==> src/rtl/keypad_pkg.sv <==
// Shared types and constants for the keypad entry path: debounce FSM states,
// entry-register limits and the time-validity helper.
package keypad_pkg;

  typedef enum logic [1:0] {
    IDLE       = 2'd0,
    PRESS_DB   = 2'd1,
    HELD       = 2'd2,
    RELEASE_DB = 2'd3
  } db_state_e;

  localparam int         MAX_DIGITS     = 4;
  localparam logic [3:0] MAX_SEC_TENS   = 4'd5;
  localparam logic [3:0] MAX_DIGIT_CODE = 4'd9;

  // An entry is usable once it holds a digit and the seconds-tens nibble is 0-5.
  function automatic logic time_is_valid(input logic [15:0] bcd,
                                         input logic [2:0]  count);
    return (count != 3'd0) && (bcd[7:4] <= MAX_SEC_TENS);
  endfunction

endpackage

==> src/rtl/key_debounce.sv <==
// Keypad input sampler plus press/release debounce FSM. accept_pulse is
// decoded from registered state only, so the parent can register it together
// with the entry update on the same edge.
module key_debounce
  import keypad_pkg::*;
#(
  parameter int DEBOUNCE_CYCLES = 16
) (
  input  logic       clk,
  input  logic       rst_n,
  input  logic       enable,
  input  logic [3:0] key_code,
  input  logic       no_key,
  output logic       accept_pulse,
  output logic [3:0] accept_code
);

  localparam int             CNT_W   = $clog2(DEBOUNCE_CYCLES + 1);
  localparam logic [CNT_W-1:0] CNT_MAX = CNT_W'(DEBOUNCE_CYCLES);

  db_state_e        state_q, state_d;
  logic [CNT_W-1:0] cnt_q, cnt_d;
  logic [3:0]       code_q, code_d;
  logic [3:0]       smp_code_q, smp_code_d;
  logic             smp_nokey_q, smp_nokey_d;
  logic             smp_valid;

  assign smp_code_d  = key_code;
  assign smp_nokey_d = no_key;
  assign smp_valid   = !smp_nokey_q && (smp_code_q <= MAX_DIGIT_CODE);

  always_comb begin
    state_d      = state_q;
    cnt_d        = cnt_q;
    code_d       = code_q;
    accept_pulse = 1'b0;
    if (!enable) begin
      // A key already down when entry is re-enabled must be released first.
      state_d = smp_nokey_q ? IDLE : HELD;
      cnt_d   = '0;
    end else begin
      unique case (state_q)
        IDLE: begin
          cnt_d = '0;
          if (smp_valid) begin
            code_d  = smp_code_q;
            cnt_d   = CNT_W'(1);
            state_d = PRESS_DB;
          end
        end
        PRESS_DB: begin
          // Non-digit codes are treated like a release rather than a new press.
          if (!smp_valid) begin
            cnt_d   = '0;
            state_d = IDLE;
          end else if (smp_code_q != code_q) begin
            code_d = smp_code_q;
            cnt_d  = CNT_W'(1);
          end else if (cnt_q == CNT_MAX - 1'b1) begin
            cnt_d        = '0;
            accept_pulse = 1'b1;
            state_d      = HELD;
          end else begin
            cnt_d = cnt_q + 1'b1;
          end
        end
        HELD: begin
          cnt_d = '0;
          if (smp_nokey_q) begin
            cnt_d   = CNT_W'(1);
            state_d = RELEASE_DB;
          end
        end
        RELEASE_DB: begin
          if (!smp_nokey_q) begin
            cnt_d   = '0;
            state_d = HELD;
          end else if (cnt_q == CNT_MAX - 1'b1) begin
            cnt_d   = '0;
            state_d = IDLE;
          end else begin
            cnt_d = cnt_q + 1'b1;
          end
        end
        default: begin
          cnt_d   = '0;
          state_d = IDLE;
        end
      endcase
    end
  end

  assign accept_code = code_q;

  always_ff @(posedge clk or negedge rst_n) begin
    if (!rst_n) begin
      state_q     <= IDLE;
      cnt_q       <= '0;
      code_q      <= 4'd0;
      smp_code_q  <= 4'd0;
      smp_nokey_q <= 1'b1;
    end else begin
      state_q     <= state_d;
      cnt_q       <= cnt_d;
      code_q      <= code_d;
      smp_code_q  <= smp_code_d;
      smp_nokey_q <= smp_nokey_d;
    end
  end

endmodule

==> src/rtl/keypad_entry_ctrl.sv <==
// Keypad entry controller: debounced digits shift into a BCD MM:SS register
// that is handed to the cook timer on start. Optional key click: KEYPAD_BEEP_EN.
module keypad_entry_ctrl
  import keypad_pkg::*;
#(
  parameter int DEBOUNCE_CYCLES = 16,
  parameter int BEEP_CYCLES     = 1000
) (
  input  logic        clk,
  input  logic        rst_n,
  input  logic        enable,
  input  logic [3:0]  key_code,
  input  logic        no_key,
  input  logic        clear,
  input  logic        start,
  output logic        key_accept,
  output logic [15:0] time_bcd,
  output logic [2:0]  digit_count,
  output logic        overflow,
  output logic        time_valid,
  output logic        load,
  output logic [15:0] time_out,
  output logic        entry_err,
  output logic        beep
);

  logic       accept_pulse;
  logic [3:0] accept_code;

  key_debounce #(
    .DEBOUNCE_CYCLES(DEBOUNCE_CYCLES)
  ) u_debounce (
    .clk         (clk),
    .rst_n       (rst_n),
    .enable      (enable),
    .key_code    (key_code),
    .no_key      (no_key),
    .accept_pulse(accept_pulse),
    .accept_code (accept_code)
  );

  logic        key_accept_q, key_accept_d;
  logic [15:0] time_bcd_q, time_bcd_d;
  logic [2:0]  digit_count_q, digit_count_d;
  logic        overflow_q, overflow_d;
  logic        time_valid_q, time_valid_d;
  logic        load_q, load_d;
  logic [15:0] time_out_q, time_out_d;
  logic        entry_err_q, entry_err_d;

  always_comb begin
    key_accept_d  = accept_pulse;
    time_bcd_d    = time_bcd_q;
    digit_count_d = digit_count_q;
    overflow_d    = overflow_q;
    time_out_d    = time_out_q;
    load_d        = 1'b0;
    entry_err_d   = 1'b0;
    // clear beats start beats accept; a losing accept still pulses key_accept.
    if (clear) begin
      time_bcd_d    = 16'h0000;
      digit_count_d = 3'd0;
      overflow_d    = 1'b0;
    end else if (start && enable) begin
      if (time_valid_q) begin
        time_out_d    = time_bcd_q;
        load_d        = 1'b1;
        time_bcd_d    = 16'h0000;
        digit_count_d = 3'd0;
        overflow_d    = 1'b0;
      end else begin
        entry_err_d = 1'b1;
      end
    end else if (accept_pulse) begin
      if (digit_count_q < 3'(MAX_DIGITS)) begin
        time_bcd_d    = {time_bcd_q[11:0], accept_code};
        digit_count_d = digit_count_q + 3'd1;
      end else begin
        overflow_d = 1'b1;
      end
    end
    time_valid_d = time_is_valid(time_bcd_d, digit_count_d);
  end

  always_ff @(posedge clk or negedge rst_n) begin
    if (!rst_n) begin
      key_accept_q  <= 1'b0;
      time_bcd_q    <= 16'h0000;
      digit_count_q <= 3'd0;
      overflow_q    <= 1'b0;
      time_valid_q  <= 1'b0;
      load_q        <= 1'b0;
      time_out_q    <= 16'h0000;
      entry_err_q   <= 1'b0;
    end else begin
      key_accept_q  <= key_accept_d;
      time_bcd_q    <= time_bcd_d;
      digit_count_q <= digit_count_d;
      overflow_q    <= overflow_d;
      time_valid_q  <= time_valid_d;
      load_q        <= load_d;
      time_out_q    <= time_out_d;
      entry_err_q   <= entry_err_d;
    end
  end

  assign key_accept  = key_accept_q;
  assign time_bcd    = time_bcd_q;
  assign digit_count = digit_count_q;
  assign overflow    = overflow_q;
  assign time_valid  = time_valid_q;
  assign load        = load_q;
  assign time_out    = time_out_q;
  assign entry_err   = entry_err_q;

`ifdef KEYPAD_BEEP_EN
  localparam int BEEP_W = $clog2(BEEP_CYCLES + 1);

  logic [BEEP_W-1:0] beep_cnt_q, beep_cnt_d;
  logic              beep_q, beep_d;

  // Any new accept or rejected start restarts the click from full length.
  always_comb begin
    beep_cnt_d = beep_cnt_q;
    if (key_accept_d || entry_err_d) begin
      beep_cnt_d = BEEP_W'(BEEP_CYCLES);
    end else if (beep_cnt_q != '0) begin
      beep_cnt_d = beep_cnt_q - 1'b1;
    end
    beep_d = (beep_cnt_d != '0);
  end

  always_ff @(posedge clk or negedge rst_n) begin
    if (!rst_n) begin
      beep_cnt_q <= '0;
      beep_q     <= 1'b0;
    end else begin
      beep_cnt_q <= beep_cnt_d;
      beep_q     <= beep_d;
    end
  end

  assign beep = beep_q;
`else
  assign beep = 1'b0;
`endif

endmodule

==> config.mk <==
export PLATFORM = sky130hd
export DESIGN_NAME = keypad_entry_ctrl
export DESIGN_NICKNAME = d
export VERILOG_FILES = /design/src/rtl/keypad_pkg.sv /design/src/rtl/key_debounce.sv /design/src/rtl/keypad_entry_ctrl.sv
export SDC_FILE = /design/constraint.sdc
export NUM_CORES = 1
export LEC_CHECK = 0
export CAP_MARGIN = 20
export CORE_ASPECT_RATIO = 1.2
export CORE_UTILIZATION = 30
export DETAILED_ROUTE_END_ITERATION = 8
export PLACE_DENSITY = 0.52
export SLEW_MARGIN = 25
export SYNTH_ARGS = -nofsm -noshare
export SYNTH_HDL_FRONTEND = slang
export SYNTH_SLANG_ARGS = --single-unit
export TNS_END_PERCENT = 20
==> constraint.sdc <==
create_clock -name clk -period 3.3 [get_ports clk]
set_input_delay 0.66 -clock clk [delete_from_list [all_inputs] [get_ports clk]]
set_output_delay 0.66 -clock clk [all_outputs]
set_load 0.02 [all_outputs]
# Word level (Yosys, flattened, before mapping)
# Cells that the tools add are included.
# word_totals
reg_bits	56
inputBits	10
output_inout_bits	41
elab_cells	97
# op_classes
n_addsub	2
magnitude_cmp	3
n_eq_ne	15
n_mux	48
bitwise_logic	1
reduce_logical	14
# op_table
cell	n
two-way mux 16 bit	5
two-way mux 5 bit	5
one-hot mux 5 bit (4 select lines)	1
two-way mux 1 bit	18
two-way mux 2 bit	9
two-way mux 3 bit	5
two-way mux 4 bit	3
inequality test 4 bit (second input constant)	3
AND reduction 5 bit	2
AND reduction 3 bit	3
nonzero test 3 bit	3
one-hot mux 2 bit (4 select lines)	1
one-hot mux 4 bit (2 select lines)	1
inequality test 2 x 1 -> 1 bit (second input constant)	3
inequality test 3 x 2 -> 1 bit (second input constant)	2
inequality test 3 bit (second input constant)	2
adder 5 x 1 -> 5 bit (second input constant)	1
== test 5 x 4 -> 1 bit (second input constant)	1
== test 2 bit (second input constant)	2
<= comparator 4 x 3 -> 1 bit (second input constant)	1
<= comparator 4 bit (second input constant)	1
inequality test 4 bit	1
adder 3 x 1 -> 3 bit (second input constant)	1
logical AND 1 bit	3
other kinds (6)	6

# Logic depth before layout (Yosys ltp)
# logic_depth
word_depth	11
mapped_depth	8
mapped_depth_nobuf	6

# By module
# Synthesis repeated with hierarchy kept, for this count alone.
# unflattened
hier_cells	171
area_unflattened_um2	2322.2
# modules_own_cells
mod	instances	cells_each	area_per_inst_um2	seq_area_each_um2
keypad_entry_ctrl	1	112	1607.8	1001.0
key_debounce	1	59	714.4	401.6

# Worst setup path before layout
# OpenSTA, ideal clock, no wires.
# synth_path
kind	reg2reg
startpoint	reg u_debounce.smp_code_q[3]
endpoint	reg time_bcd_q[10], in the netlist time_bcd[10]
setup_ps	121
t_arrival_ps	2148
t_required_ps	3179
path_slack_ps	1031
path_stages_with_launch	9
n_path_buf	3
period_less_slack_ps	2269
cell_sequence	dfrtp_1 -> xor2_1 -> or4_1 -> buf_2 -> or3_1 -> buf_2 -> and2_4 -> buf_6 -> a22o_1
# synth_via
elab_chain_cells	7
elab_cells_between_ends	9
cone_classes	order compare: 1; eq/ne: 1; mux: 4; reduce/logical: 3
# synth_rtl
item	line	source
from (decl)	key_debounce.sv:24	logic [3:0] smp_code_q, smp_code_d;
from (signal assigned)	key_debounce.sv:106	smp_code_q <= smp_code_d;
<= comparator 4 bit or inequality test 4 bit (tied branches)	key_debounce.sv:30, key_debounce.sv:56	
logical AND 1 bit or two-way mux 1 bit (tied branches)	key_debounce.sv:30, key_debounce.sv:56	
two-way mux 1 bit (*)	key_debounce.sv:53	if (!smp_valid) begin
two-way mux 1 bit (*)	key_debounce.sv:42	unique case (state_q)
two-way mux 1 bit (*)	key_debounce.sv:37	if (!enable) begin
nonzero test 3 bit (no line) (*)	n/a	
AND reduction 3 bit (no line) (*)	n/a	
to (signal assigned)	keypad_entry_ctrl.sv:97	time_bcd_q <= time_bcd_d;
to (decl)	keypad_entry_ctrl.sv:43	logic [15:0] time_bcd_q, time_bcd_d;
# Mark *: on every way between the ends. The rest lies on a longest branch, timed or not.
# A chain may end at the register's enable or synchronous reset.

# Worst setup path in the final report
# layout_path
startpoint	in start
endpoint	reg digit_count_q[0], in the netlist digit_count[0]
# layout_via
elab_chain_cells	3
# layout_rtl
item	line	source
from (decl)	keypad_entry_ctrl.sv:15	input logic start,
logical AND 1 bit	keypad_entry_ctrl.sv:64	end else if (start && enable) begin
two-way mux 3 bit	keypad_entry_ctrl.sv:64	
two-way mux 3 bit	keypad_entry_ctrl.sv:60	if (clear) begin
via digit_count_d[0]	keypad_entry_ctrl.sv:44	logic [2:0] digit_count_q, digit_count_d;
to (signal assigned)	keypad_entry_ctrl.sv:98	digit_count_q <= digit_count_d;
to (decl)	keypad_entry_ctrl.sv:44	
# The timed path passes the listed nets, and every way through them passes these cells.

==> out/results.txt <==
peak supply drop = 0.185 mV
kind of critical path = input pin to flip-flop
Cell Chain, Critical Path = clkdlybuf4s50_1, or4_1, or3_1, and2_4, mux2_2
fraction of layout cells with a size suffix above 1 = 15.5%
# clock sinks = 56
total routed wirelength = 4750 microns
gr ovfl total = 0
met2 GRT Util = 19.5%
status = complete, no violations
WL per Instance = 14.4 microns
Crit path max-delay family = simple AND/OR/NAND/NOR gates
RSZ-0062 raised after global routing = no
drt first pass iters = 4
Sw Pwr = 288 uW
Clock Latency Late Sink = 310 ps
Die W = 81.8 microns
Post-synth EDFFs = 0
syn_nets = 199
met1 Usage GRT = 17.0%
Leak = 0.00132 uW
placed cell area = 2870 sq um
library cells used by synthesis = 36
Area growth syn-to-layout = 29.3%
DR DRC count = 0
fin area = 2960 sq um
fin crit share = 74.6%
Buf/Inv on CP = 1
crit path capture type = flip-flop
final setup fails = 0
root buffer cell = clkbuf_8
met3 Usage GRT = 2.62%
routability cong. = 0.803
clk buf depth = 2
Ys Warns = 0
most frequent cells in the layout = dfrtp_1, clkdlybuf4s50_1, mux2_2, nand2_1, a22o_1
number of top-level pins = 51
Mapped Area = 2290 sq um
CP arrival = 2660 ps
combinational share of power = 7.3%
# rows = 34
die area = 8000 sq um
clk slew on worst S/H paths = 100 ps
CTS Hold Bufs = 0
Seq/Total Area, Yosys = 61.2%
P per Cell Area = 399 nW/um^2
CTS Buf Count = 5
relative slew slack = 61.5%
most common cell after layout, fill and taps aside = dfrtp_1
Final Hold Viols = 0
vias in the first global route = 1600
Max Cap Viol = 0
final setup TNS = 0 ps
Int Power = 893 uW
diodes inserted = 0
GRT Util Overall = 12.4%
Worst Skew = 9.49 ps
slowest stage cell, crit path = or4_1
Chip Height = 97.8 microns
FF+latch count, synth = 56
fmax = 406 MHz
first-pass GRT wire length = 7650 microns
Max stage delay on crit path = 570 ps
TritonCTS clock tree = done
final core occ = 40.5%
crit path time final = 2460 ps
CTS resizes = 0
largest net degree at the start of global routing = 47
Mean Syn Cell Area = 12.3 sq um
H-Tree Depth = 2
Via density = 4.98
Core ar. = 7320 sq um
Syn Inst Count = 187
total power = 1180 uW
Most Crowded Layer GR = met2
Reg2Reg Depth = 5
R2R Path End = digit_count[0]$_DFF_PN0_
Top FF cell, synth = dfrtp_1
number of setup buffers added after CTS = 0
initial antenna violation count = 0
flop-to-flop setup slack = 900 ps
Initial Utilization = 31.3%
post-route ant nets = 0
switching share of power = 24.4%
RR Startpoint = u_debounce.smp_code_q[3]$_DFF_PN0_
FFs w/ async S/R, synth = 100%
hpwl dp = 3360 microns
CP startpoint kind = input pin
share of power burned in registers = 61.5%
Hold WC Path Type = input pin to async pin
CP max FO = 14
fin. max-slew vios = 0
drt initial violations = 107
Final nets = 250
measured slew at the worst slew-check pin = 574 ps
Clock power frac = 31.2%
worst endpoint required time = 3500 ps
total number of vias = 1639
input/output buffers = 49
## synthesized netlist by cell type (2+ instances only)
cell,n,area share [%]
a22oi_1,2,0.65
inv_1,3,0.49
dfrtp_1,55,60
nor3_1,7,1.5
or4_1,2,0.65
mux2_2,21,10
nand2b_1,2,0.55
nor2_1,8,1.3
and2_1,3,0.82
nand3_1,10,2.2
nand2_1,14,2.3
clkbuf_1,4,0.65
xor2_1,4,1.5
a21oi_1,9,2.0
o21ai_0,5,1.1
ha_1,2,1.1
a31oi_1,3,0.82
buf_2,2,0.44
and3_1,2,0.55
a22o_1,13,5.0
## worst register-to-register path: cells and delay by family (launching register included)
kind,cells,cell delay [ps]
and+or+nand+nor,3,1430
DFF,1,420
muxes,1,270
xor gates and xnor gates,1,190
## metal layers
| layer | wire (microns) | up-vias |
|---|---|---|
| met4 | 52 | 0 |
| met1 | 2190 | 808 |
| li1 | - | 771 |
| met2 | 2270 | 54 |
| met3 | 243 | 6 |
| met5 | 0 | - |
## stage by stage
| step | setup WS [ps] | hold WS [ps] | std cells |
|---|---|---|---|
| 2_1_floorplan | 1030 | 364 | 187 |
| 3_3_place_gp | 562 | 488 | 321 |
| 3_5_place_dp | 518 | 489 | 321 |
| 4_1_cts | 863 | 514 | 329 |
| 5_1_grt | 770 | 396 | 329 |
| 6_report | 839 | 340 | 329 |
## area by class of cell
type                    instances  area [sq um]
multi-input cells             119           831
well taps                      90           113
flip-flops and latches         56          1400
clock inverters                 3          18.8
inverters                       3          11.3
repair buffers                 53           518
clock buffers                   5          68.8
fillers                       742          4350
## state kept, by name, indices dropped and copies added (netlist names)
register                count
key_accept                  1
overflow                    1
u_debounce.smp_nokey_q      1
digit_count                 3
load                        1
u_debounce.cnt_q            5
u_debounce.smp_code_q       4
entry_err                   1
time_bcd                   16
time_out                   16
u_debounce.state_q          2
u_debounce.accept_code      4
time_valid                  1
## worst max-delay path by stage
stage	to	from	depth (start not counted)
finish	digit_count[0]$_DFF_PN0_	start	5
global route	digit_count[0]$_DFF_PN0_	start	5
CTS	digit_count[0]$_DFF_PN0_	start	5
detailed placement	digit_count[0]$_DFF_PN0_	start	5
global placement	digit_count[0]$_DFF_PN0_	start	5
floorplan	time_bcd[10]$_DFFE_PN0P_	u_debounce.smp_code_q[3]$_DFF_PN0_	8
## kinds of logic after synthesis
kind of cell,Yosys count,synth area share [%]
flops,56,61.2
simple gates,54,11.8
compound gates,35,10.5
mux,22,10.8
buf+inv,12,2.57
xor+xnor,5,1.91
fa+ha+maj,2,1.09
other cells,1,0.164
## power groups by stage
stage / Sequential [uW] / Clock (uW) / Combinational, uW
2_1_floorplan: 736 / 0 / 52.9
3_3_place_gp: 740 / 0 / 86.9
3_5_place_dp: 740 / 0 / 87.2
4_1_cts: 726 / 382 / 88.2
5_1_grt: 729 / 403 / 96.1
6_report: 726 / 368 / 86.4
Note: power is estimated with default switching activity, not from simulation.
